--- config.mk ---
export PLATFORM = sky130hd
export DESIGN_NAME = bp_stat_ctrl
export DESIGN_NICKNAME = d
export VERILOG_FILES = /design/src/rtl/bp_stat_ctrl.sv
export SDC_FILE = /design/constraint.sdc
export NUM_CORES = 1
export LEC_CHECK = 0
export BUFFER_PORTS_ARGS = -buffer_cell sky130_fd_sc_hd__buf_2
export CORE_ASPECT_RATIO = 1.2
export CORE_UTILIZATION = 59
export DETAILED_ROUTE_END_ITERATION = 10
export GPL_ROUTABILITY_DRIVEN = 1
export PLACE_DENSITY = 0.85
export SYNTH_ARGS = -nofsm -noshare
export SYNTH_HDL_FRONTEND = slang
export SYNTH_SLANG_ARGS = --single-unit
--- constraint.sdc ---
create_clock -name clk_i -period 4.1 [get_ports clk_i]
set_clock_uncertainty 0.15 [all_clocks]
set_input_delay 0.82 -clock clk_i [delete_from_list [all_inputs] [get_ports clk_i]]
set_output_delay 0.82 -clock clk_i [all_outputs]
set_load 0.02 [all_outputs]
--- src/rtl/bp_stat_ctrl.sv ---
// bp_stat_ctrl: measurement-window controller for branch-predictor runs.
// Opens a counting window on start_i, counts RUN cycles, resolved branches
// and mispredictions with saturating counters, then holds a frozen snapshot
// until the consumer accepts it through a valid/ready handshake.
module bp_stat_ctrl #(
   parameter int unsigned CNT_W      = 32,
   parameter int unsigned WIN_CYCLES = 0
) (
   input  logic             clk_i,
   input  logic             rst_ni,
   input  logic             start_i,
   input  logic             stop_i,
   input  logic             br_instr_i,
   input  logic             br_miss_i,
   input  logic             rd_ready_i,
   output logic             rd_valid_o,
   output logic             busy_o,
   output logic             ovf_o,
   output logic [CNT_W-1:0] cyc_cnt_o,
   output logic [CNT_W-1:0] br_cnt_o,
   output logic [CNT_W-1:0] miss_cnt_o
);

   typedef enum logic [1:0] {
      ST_IDLE,
      ST_RUN,
      ST_HOLD
   } state_t;

   localparam logic [CNT_W-1:0] CNT_MAX  = '1;
   localparam logic [CNT_W-1:0] WIN_LAST = CNT_W'(WIN_CYCLES - 32'd1);
   localparam bit               WIN_EN   = (WIN_CYCLES != 0);

   state_t state;

   logic cyc_sat;
   logic br_sat;
   logic miss_sat;
   logic miss_evt;
   logic win_done;
   logic ovf_hit;

   // Saturation flags, window-end detection and overflow events for this RUN cycle
   always_comb begin
      cyc_sat  = (cyc_cnt_o == CNT_MAX);
      br_sat   = (br_cnt_o == CNT_MAX);
      miss_sat = (miss_cnt_o == CNT_MAX);
      miss_evt = br_instr_i & br_miss_i;
      win_done = WIN_EN && (cyc_cnt_o == WIN_LAST);
      ovf_hit  = cyc_sat | (br_instr_i & br_sat) | (miss_evt & miss_sat);
   end

   // Window FSM with registered status outputs and saturating counters
   always_ff @(posedge clk_i) begin
      if (!rst_ni) begin
         state      <= ST_IDLE;
         rd_valid_o <= 1'b0;
         busy_o     <= 1'b0;
         ovf_o      <= 1'b0;
         cyc_cnt_o  <= '0;
         br_cnt_o   <= '0;
         miss_cnt_o <= '0;
      end else begin
         case (state)
            ST_IDLE: begin
               if (start_i) begin
                  state      <= ST_RUN;
                  busy_o     <= 1'b1;
                  ovf_o      <= 1'b0;
                  cyc_cnt_o  <= '0;
                  br_cnt_o   <= '0;
                  miss_cnt_o <= '0;
               end
            end
            ST_RUN: begin
               if (!cyc_sat) cyc_cnt_o <= cyc_cnt_o + 1'b1;
               if (br_instr_i && !br_sat) br_cnt_o <= br_cnt_o + 1'b1;
               if (miss_evt && !miss_sat) miss_cnt_o <= miss_cnt_o + 1'b1;
               if (ovf_hit) ovf_o <= 1'b1;
               if (stop_i || win_done) begin
                  state      <= ST_HOLD;
                  busy_o     <= 1'b0;
                  rd_valid_o <= 1'b1;
               end
            end
            ST_HOLD: begin
               if (rd_ready_i) begin
                  state      <= ST_IDLE;
                  rd_valid_o <= 1'b0;
               end
            end
            default: begin
               state      <= ST_IDLE;
               busy_o     <= 1'b0;
               rd_valid_o <= 1'b0;
            end
         endcase
      end
   end

endmodule

* After elaboration in Yosys (flattened, before gate mapping)
Index checks and enable logic that the tools add are counted.
Word-level totals: output and inout bits 99, input bits 7, register bits 101, logic and storage cells 62
Operators by class: bitwise gates (word level) 7, reductions and logical operators 13, multiplexer cells 20, add/subtract/negate cells 3, equal/unequal tests 12
Operators by type and width (number):
- 32-bit case mux with 2 select lines | 3
- 32-bit 2-to-1 mux | 4
- 32-bit by 1-bit adder with 32-bit output, second input constant | 3
- 32-bit == test, second input constant | 3
- 3-bit AND reduction | 7
- 2-bit != test, second input constant | 7
- 1-bit 2-to-1 mux | 6
- 2-bit 2-to-1 mux | 3
- 1-bit case mux with 3 select lines | 2
- 2-bit case mux with 3 select lines | 1
- 1-bit bitwise AND | 3
- 2-bit by 1-bit == test with 1-bit output, second input constant | 1
- 2-bit == test, second input constant | 1
- 1-bit logical AND | 2
- 1-bit logical NOT | 2
- 2-bit logical NOT | 1
- 1-bit NOT | 2
- 1-bit bitwise OR | 2
- 1-bit case mux with 2 select lines | 1
- 2-bit nonzero test | 1

* Depth between registers and ports, before layout
Gate-level depths: netlist of the first run.
depth after elaboration 6, depth in mapped cells 9, mapped depth without buffers 7

* Worst setup path before layout of the first run
No wires, ideal clock.
path kind input to register, from input port start_i, to register cyc_cnt_o[22], library setup time 0.116 ns, data required time 3.834 ns, setup slack 1.851 ns, path buffers 1, arrival time 1.982 ns, cell stages on the path 6, path through inv_1 or3_1 buf_2 a21oi_1 a31oi_1 a41o_1
On the way: longest elaborated chain between the ends 2
Ends and longest elaborated chain:
- from (decl) | line 11 | input logic start_i,
- 2-bit != test (no line)
- 3-bit AND reduction (no line)
- to (signal assigned) | line 76 | if (!cyc_sat) cyc_cnt_o <= cyc_cnt_o + 1'b1;
- to (decl) | line 19 | output logic [CNT_W-1:0] cyc_cnt_o,
Every way passes these cells. A chain may end at the register's enable or synchronous reset.

* Final worst setup path of the first run
from register state[0], to register miss_cnt_o[29]
On the way: longest elaborated chain between the ends 3, elaborated cells on any way between the ends 7, those cells by class eq/ne: 3; mux: 1; reduce/logical: 3
Ends and longest elaborated chain:
- from (decl) | line 34 | state_t state;
- from (signal assigned) | line 56 | state <= ST_IDLE;
- from (signal assigned) | line 67 | state <= ST_RUN;
- from (signal assigned) | line 81 | state <= ST_HOLD;
- 2-bit by 1-bit == test with 1-bit output / 2-bit logical NOT (equally long branches) | line 64 | case (state)
- 2-bit != test (no line) / 2-bit nonzero test (equally long branches)
- 3-bit AND reduction (no line)
- to (signal assigned) | line 78 | if (miss_evt && !miss_sat) miss_cnt_o <= miss_cnt_o + 1'b1;
- to (decl) | line 21 | output logic [CNT_W-1:0] miss_cnt_o
Parallel ways exist; a longest one is shown, timed or not.

==> metrics, run 1 <==
NetSw about 420 µW; GRT Util Overall ~29%; Final Hold Vio Count 0; syn nets ~630; Final Max Slew Viols 0; WL final 12.9 mm; CP required between 4000 and 5000 ps; crit share post-route between 60% and 70%; Hold Slack approximately 320 ps; CTS H-tree depth 3; Initial Util about three fifths; Detailed Place HPWL 9.37 mm; Power Total approximately 1.7 mW; most frequent cells in the layout buf_2, dfxtp_1, nor2_1, nand2_1, nand3_1; status finished, final reports clean; Max FO, Critical Path 18; global route overflow 0; synthesized area approximately 5200 µm²; Port Buffers ~110; crit path time final approximately 2800 ps; Post-synth EDFFs 0; RSZ-0062 raised after global routing false; PD cells ~280 nW/µm²; Gate power share 6.2%; Warnings, synthesis 0; top_reg_cell synth dfxtp_1; commonest non-fill, non-tap cell in the layout buf_2; first-pass iteration count of the detailed router 7; # diodes 0; DRC 0; Die X between 80 and 90 µm; post-layout utilization of the core around 70%; worst-margin pin slew 860 ps; Yosys top cell by area dfxtp_1; Die Y roughly 100 µm; Post-Route Setup TNS 0 ps; CTS tree built; Clk pwr share 35.6%; Clock transition at path regs around 90 ps; GPL Wtd Cong roughly 0.9; Pleak ~2.3 nW; metal2 WL roughly 6.5 mm; CP arrival 2930 ps; initial antenna violation count 0; Die ar. 9180 µm²; CP endpoint kind flop; Register Area 2020 µm²; first-pass GRT wire length about 21 mm; top post-synthesis cells by area dfxtp_1, nor2_1, xor2_1; WL per Instance around 16 µm; Filler Cell Count slightly above 700; worst hold path class flop to flop; final cell count without fillers between 800 and 900; Routed Antenna Nets 0; DR vias 5084; Final Setup Violations 0; clock tree buffer depth 2; root buffer cell clkbuf_8; top routing layer in use met4; syn_area_per_cell approximately 8.4 µm²; maximum capacitance violations 0; largest net degree at the start of global routing 40; Area Growth Syn to Fin 15.2%; met3 WL slightly above 800 µm; Placed Cells 819; Mapped Cells 615; worst-case vdd ir drop between 0.15 and 0.2 mV; CP Launch Type flop; # clock sinks approximately 100; switching share of power between 20% and 30%; layout net count roughly 720; Post-Route M1 WL ~5.4 mm; Worst Setup Path Type flop to flop; fmax about 360 MHz; Site Rows 37; Seq cells post-synth between 100 and 150; share of cells above drive strength 1 21.1%; via/cell ratio 6.10; total CTS buffers 9; # resized after CTS 0; Boundary Pins approximately 110; core box area about 8600 µm²; Clk Latency, worst-skew pair roughly 370 ps; multi-input logic area 3040 µm²; Flop pwr share between 50% and 60%; P_int 1.28 mW; post-synthesis sequential area ratio 38.9%; Slew headroom about 43%; postcts setup bufs 0; share of the synthesized area in the top cell type 38.9%; asr flop ratio synth 0%; 1st-iter DRT viols 282; vias in the first global route approximately 4500; Distinct cells, synth 62; Hold-fix buffers, CTS 0
## power by group through the flow
stage               combinational, mW  sequential, mW  clock, mW
floorplan                      0.0695            1.02          0
global placement                0.101            1.01          0
detailed placement              0.104            1.01          0
CTS                             0.105           0.991      0.610
global route                    0.115           0.992      0.652
finish                          0.106           0.991      0.607
## cell usage after synthesis (10+ instances only)
master and n:
xnor2_1 22, nand2_1 57, clkbuf_1 14, a21oi_1 14, a31oi_1 11, dfxtp_1 101, nand3_1 39, nor2_1 90
o21ai_0 17, o221a_1 10, and3_1 20, xor2_1 35, and4_1 17, nor3_1 11, nand4_1 32
## logic make-up (layout without fill, tap and decap cells)
kind of cell | count (synthesis) | after routing | synth area share, %
muxes | 2 | 2 | 0.385
and+or+nand+nor | 318 | 318 | 33.2
xor gates and xnor gates | 57 | 57 | 9.61
buffers and inverters | 32 | 134 | 2.55
AOI/OAI and AO/OA | 102 | 102 | 14.6
adders and majority gates | 3 | 3 | 0.723
DFF | 101 | 101 | 38.9
## worst paths after layout
kind         cells past startpoint        endpoint  slack (ps)       start
max reg2reg                      5  miss_cnt_o[29]        1330    state[0]
min reg2reg                      2      rd_valid_o         320  rd_valid_o
min                              2      rd_valid_o         320  rd_valid_o
max                              5  miss_cnt_o[29]        1330    state[0]
## sequential cells by signal, summed over array words and instances, names as in the netlist
register	count
ovf_o	1
br_cnt_o	32
miss_cnt_o	32
busy_o	1
rd_valid_o	1
state	2
cyc_cnt_o	32
## cell type report
type | instances | area share, %
Inverter | 9 | 0.564
Clock inverter | 6 | 0.920
Clock buffer | 9 | 2.07
Sequential cell | 101 | 33.8
Timing Repair Buffer | 110 | 9.41
Multi-Input combinational cell | 482 | 50.8
Tap cell | 117 | 2.45
## worst max-delay path, stage by stage (launching register included)
cell and delay [ps]:
dfxtp_1 500, nand2b_1 520, nor2_1 380, nand2_1 400
or4_1 590, a21oi_1 160
## per-layer routing
layer / vias up / GRT usage, %
met1: 2426 / 35.5
met4: 0 / 12.4
met5: - / 0
li1: 2443 / -
met2: 190 / 47.8
met3: 25 / 4.82
## through the flow
stage                     cell area (µm²)  worst slack, ps
after floorplan                      5190             1850
after global placement               5810             1150
after detailed placement             5810             1090
after CTS                            5990             1360
after global routing                 5990             1110
final                                5990             1330
Note: power is estimated with default switching activity, not from simulation.
==> run 2: changes to the inputs <==
--- a/config.mk
+++ b/config.mk
@@ -7,10 +7,10 @@
 export LEC_CHECK = 0
 export BUFFER_PORTS_ARGS = -buffer_cell sky130_fd_sc_hd__buf_2
 export CORE_ASPECT_RATIO = 1.2
-export CORE_UTILIZATION = 59
+export CORE_UTILIZATION = 55
 export DETAILED_ROUTE_END_ITERATION = 10
 export GPL_ROUTABILITY_DRIVEN = 1
-export PLACE_DENSITY = 0.85
+export PLACE_DENSITY = 0.8
 export SYNTH_ARGS = -nofsm -noshare
 export SYNTH_HDL_FRONTEND = slang
 export SYNTH_SLANG_ARGS = --single-unit
==> constraint.sdc (replaced) <==
create_clock -name clk_i -period 2.85 [get_ports clk_i]
set_clock_uncertainty 0.15 [all_clocks]
set_input_delay 0.57 -clock clk_i [delete_from_list [all_inputs] [get_ports clk_i]]
set_output_delay 0.57 -clock clk_i [all_outputs]
set_load 0.02 [all_outputs]
==> metrics, run 2 (synthesized netlist as in run 1, its figures left out) <==
status finished, final reports clean; Detailed Place HPWL 9.42 mm; postcts setup bufs 0; CP arrival 2590 ps; clock tree buffer depth 2; Max FO, Critical Path 18; most frequent cells in the layout buf_2, dfxtp_1, nor2_1, nand2_1, nand3_1; Hold-fix buffers, CTS 0; # resized after CTS 0; CTS H-tree depth 3; CP endpoint kind flop; Port Buffers 105; root buffer cell clkbuf_8; Die ar. 9840 µm²; Slew headroom between 50% and 60%; CTS tree built; maximum capacitance violations 0; slowest CP cell nand2_1; via/cell ratio about 5.9; crit share post-route 87.0%; first-pass GRT wire length approximately 22 mm; Hold Path Cell Cnt 2; layout net count 727; post-placement cell area 5850 µm²; initial antenna violation count 0; vias in the first global route about 4600; Clk Latency, worst-skew pair around 370 ps; CP required approximately 3000 ps; # clock sinks 101; multi-input logic area about 3000 µm²; first-pass iteration count of the detailed router 5; total CTS buffers 9; crit path time final around 2500 ps; Die X 90.7 µm; Filler Cell Count about 800; worst setup margin approximately 370 ps; GPL Wtd Cong 0.946; GRT Util Overall between 20% and 30%; Critical Path, Cell by Cell ha_1, nand3_1, nor4_1, nand4_1, nand2_1, nor3_1, o221a_1; Register Area around 2000 µm²; Worst Reg-to-Reg Cells 7; Pleak about 2.3 nW; 1st-iter DRT viols just over 300; DRC 0; biggest regs br_cnt_o (32), cyc_cnt_o (32), miss_cnt_o (32); global route overflow 0; PD cells 405 nW/µm²; commonest non-fill, non-tap cell in the layout buf_2; DR vias around 5000; worst-margin pin slew 632 ps; Site Rows 38; largest net degree at the start of global routing 43; WL per Instance ~16 µm; fin area ~6000 µm²; Final Hold Vio Count 0; RSZ-0062 raised after global routing false; Area Growth Syn to Fin 16.1%; Worst Setup Path Type flop to flop; core box area between 9000 and 10000 µm²; Power Total around 2.4 mW; WL final about 13 mm; Routed Antenna Nets 0; fmax 403 MHz; Clock transition at path regs roughly 90 ps; Final Setup Violations 0; share of cells above drive strength 1 21.2%; worst-case vdd ir drop roughly 0.23 mV; worst hold path class flop to flop; Final Max Slew Viols 0; Die Y 108 µm; CP max stage delay approximately 500 ps; worst slack at placement ~410 ps; # diodes 0; Post-Route Setup TNS 0 ps; CP Launch Type flop; Initial Util 56.9%; Boundary Pins between 100 and 150
[run 2: changes by cell type in the layout (fill, tap and decap cells not counted), sizes merged]
cell,before,now
bufinv,1,0
buf,110,114
clkbuf,9,14
clkinv,5,1
[run 2: layer usage]
layer / routed length (µm) / global-route usage (%)
met1: 5710 / 33.0
met4: 340 / 13.4
met5: 0 / 0
met2: 6290 / 46.5
met3: 699 / 3.80
[run 2: critical path, delay by kind of cell, from the launching register on]
family	cells	cell delay (ps)
simple gates	5	1320
flops	1	410
compound gates	1	270
fa+ha+maj	1	200
[run 2: cell type report]
class	count	share of cell area [%]
inverter	9	0.560
clock buffer	14	2.86
clock inverter	1	0.0830
tap	120	2.49
multi-input combinational	482	50.4
timing repair buffer	114	10.0
sequential	101	33.5
[run 2: stage by stage]
| stage | cells | hold WS, ps | util [%] |
|---|---|---|---|
| final | 841 | 323 | 66.1 |
| after global routing | 841 | 361 | 66.1 |
| after CTS | 841 | 328 | 66.1 |
| after floorplan | 615 | 365 | - |
| after detailed placement | 826 | 317 | 64.1 |
| after global placement | 826 | 307 | 64.1 |
[run 2: power by group]
part | total (mW) | internal (mW) | leakage, nW | switching, mW
Sequential | 1.43 | 1.42 | 0.814 | 0.00901
Combinational | 0.163 | 0.0464 | 1.41 | 0.117
Clock | 0.851 | 0.385 | 0.0926 | 0.466
[run 2: final timing paths]
check,start,endpoint,slack (ps)
worst max-delay path,miss_cnt_o[0],miss_cnt_o[12],370
worst min-delay path,rd_valid_o,rd_valid_o,320
worst max register to register,miss_cnt_o[0],miss_cnt_o[12],370
worst min register to register,rd_valid_o,rd_valid_o,320
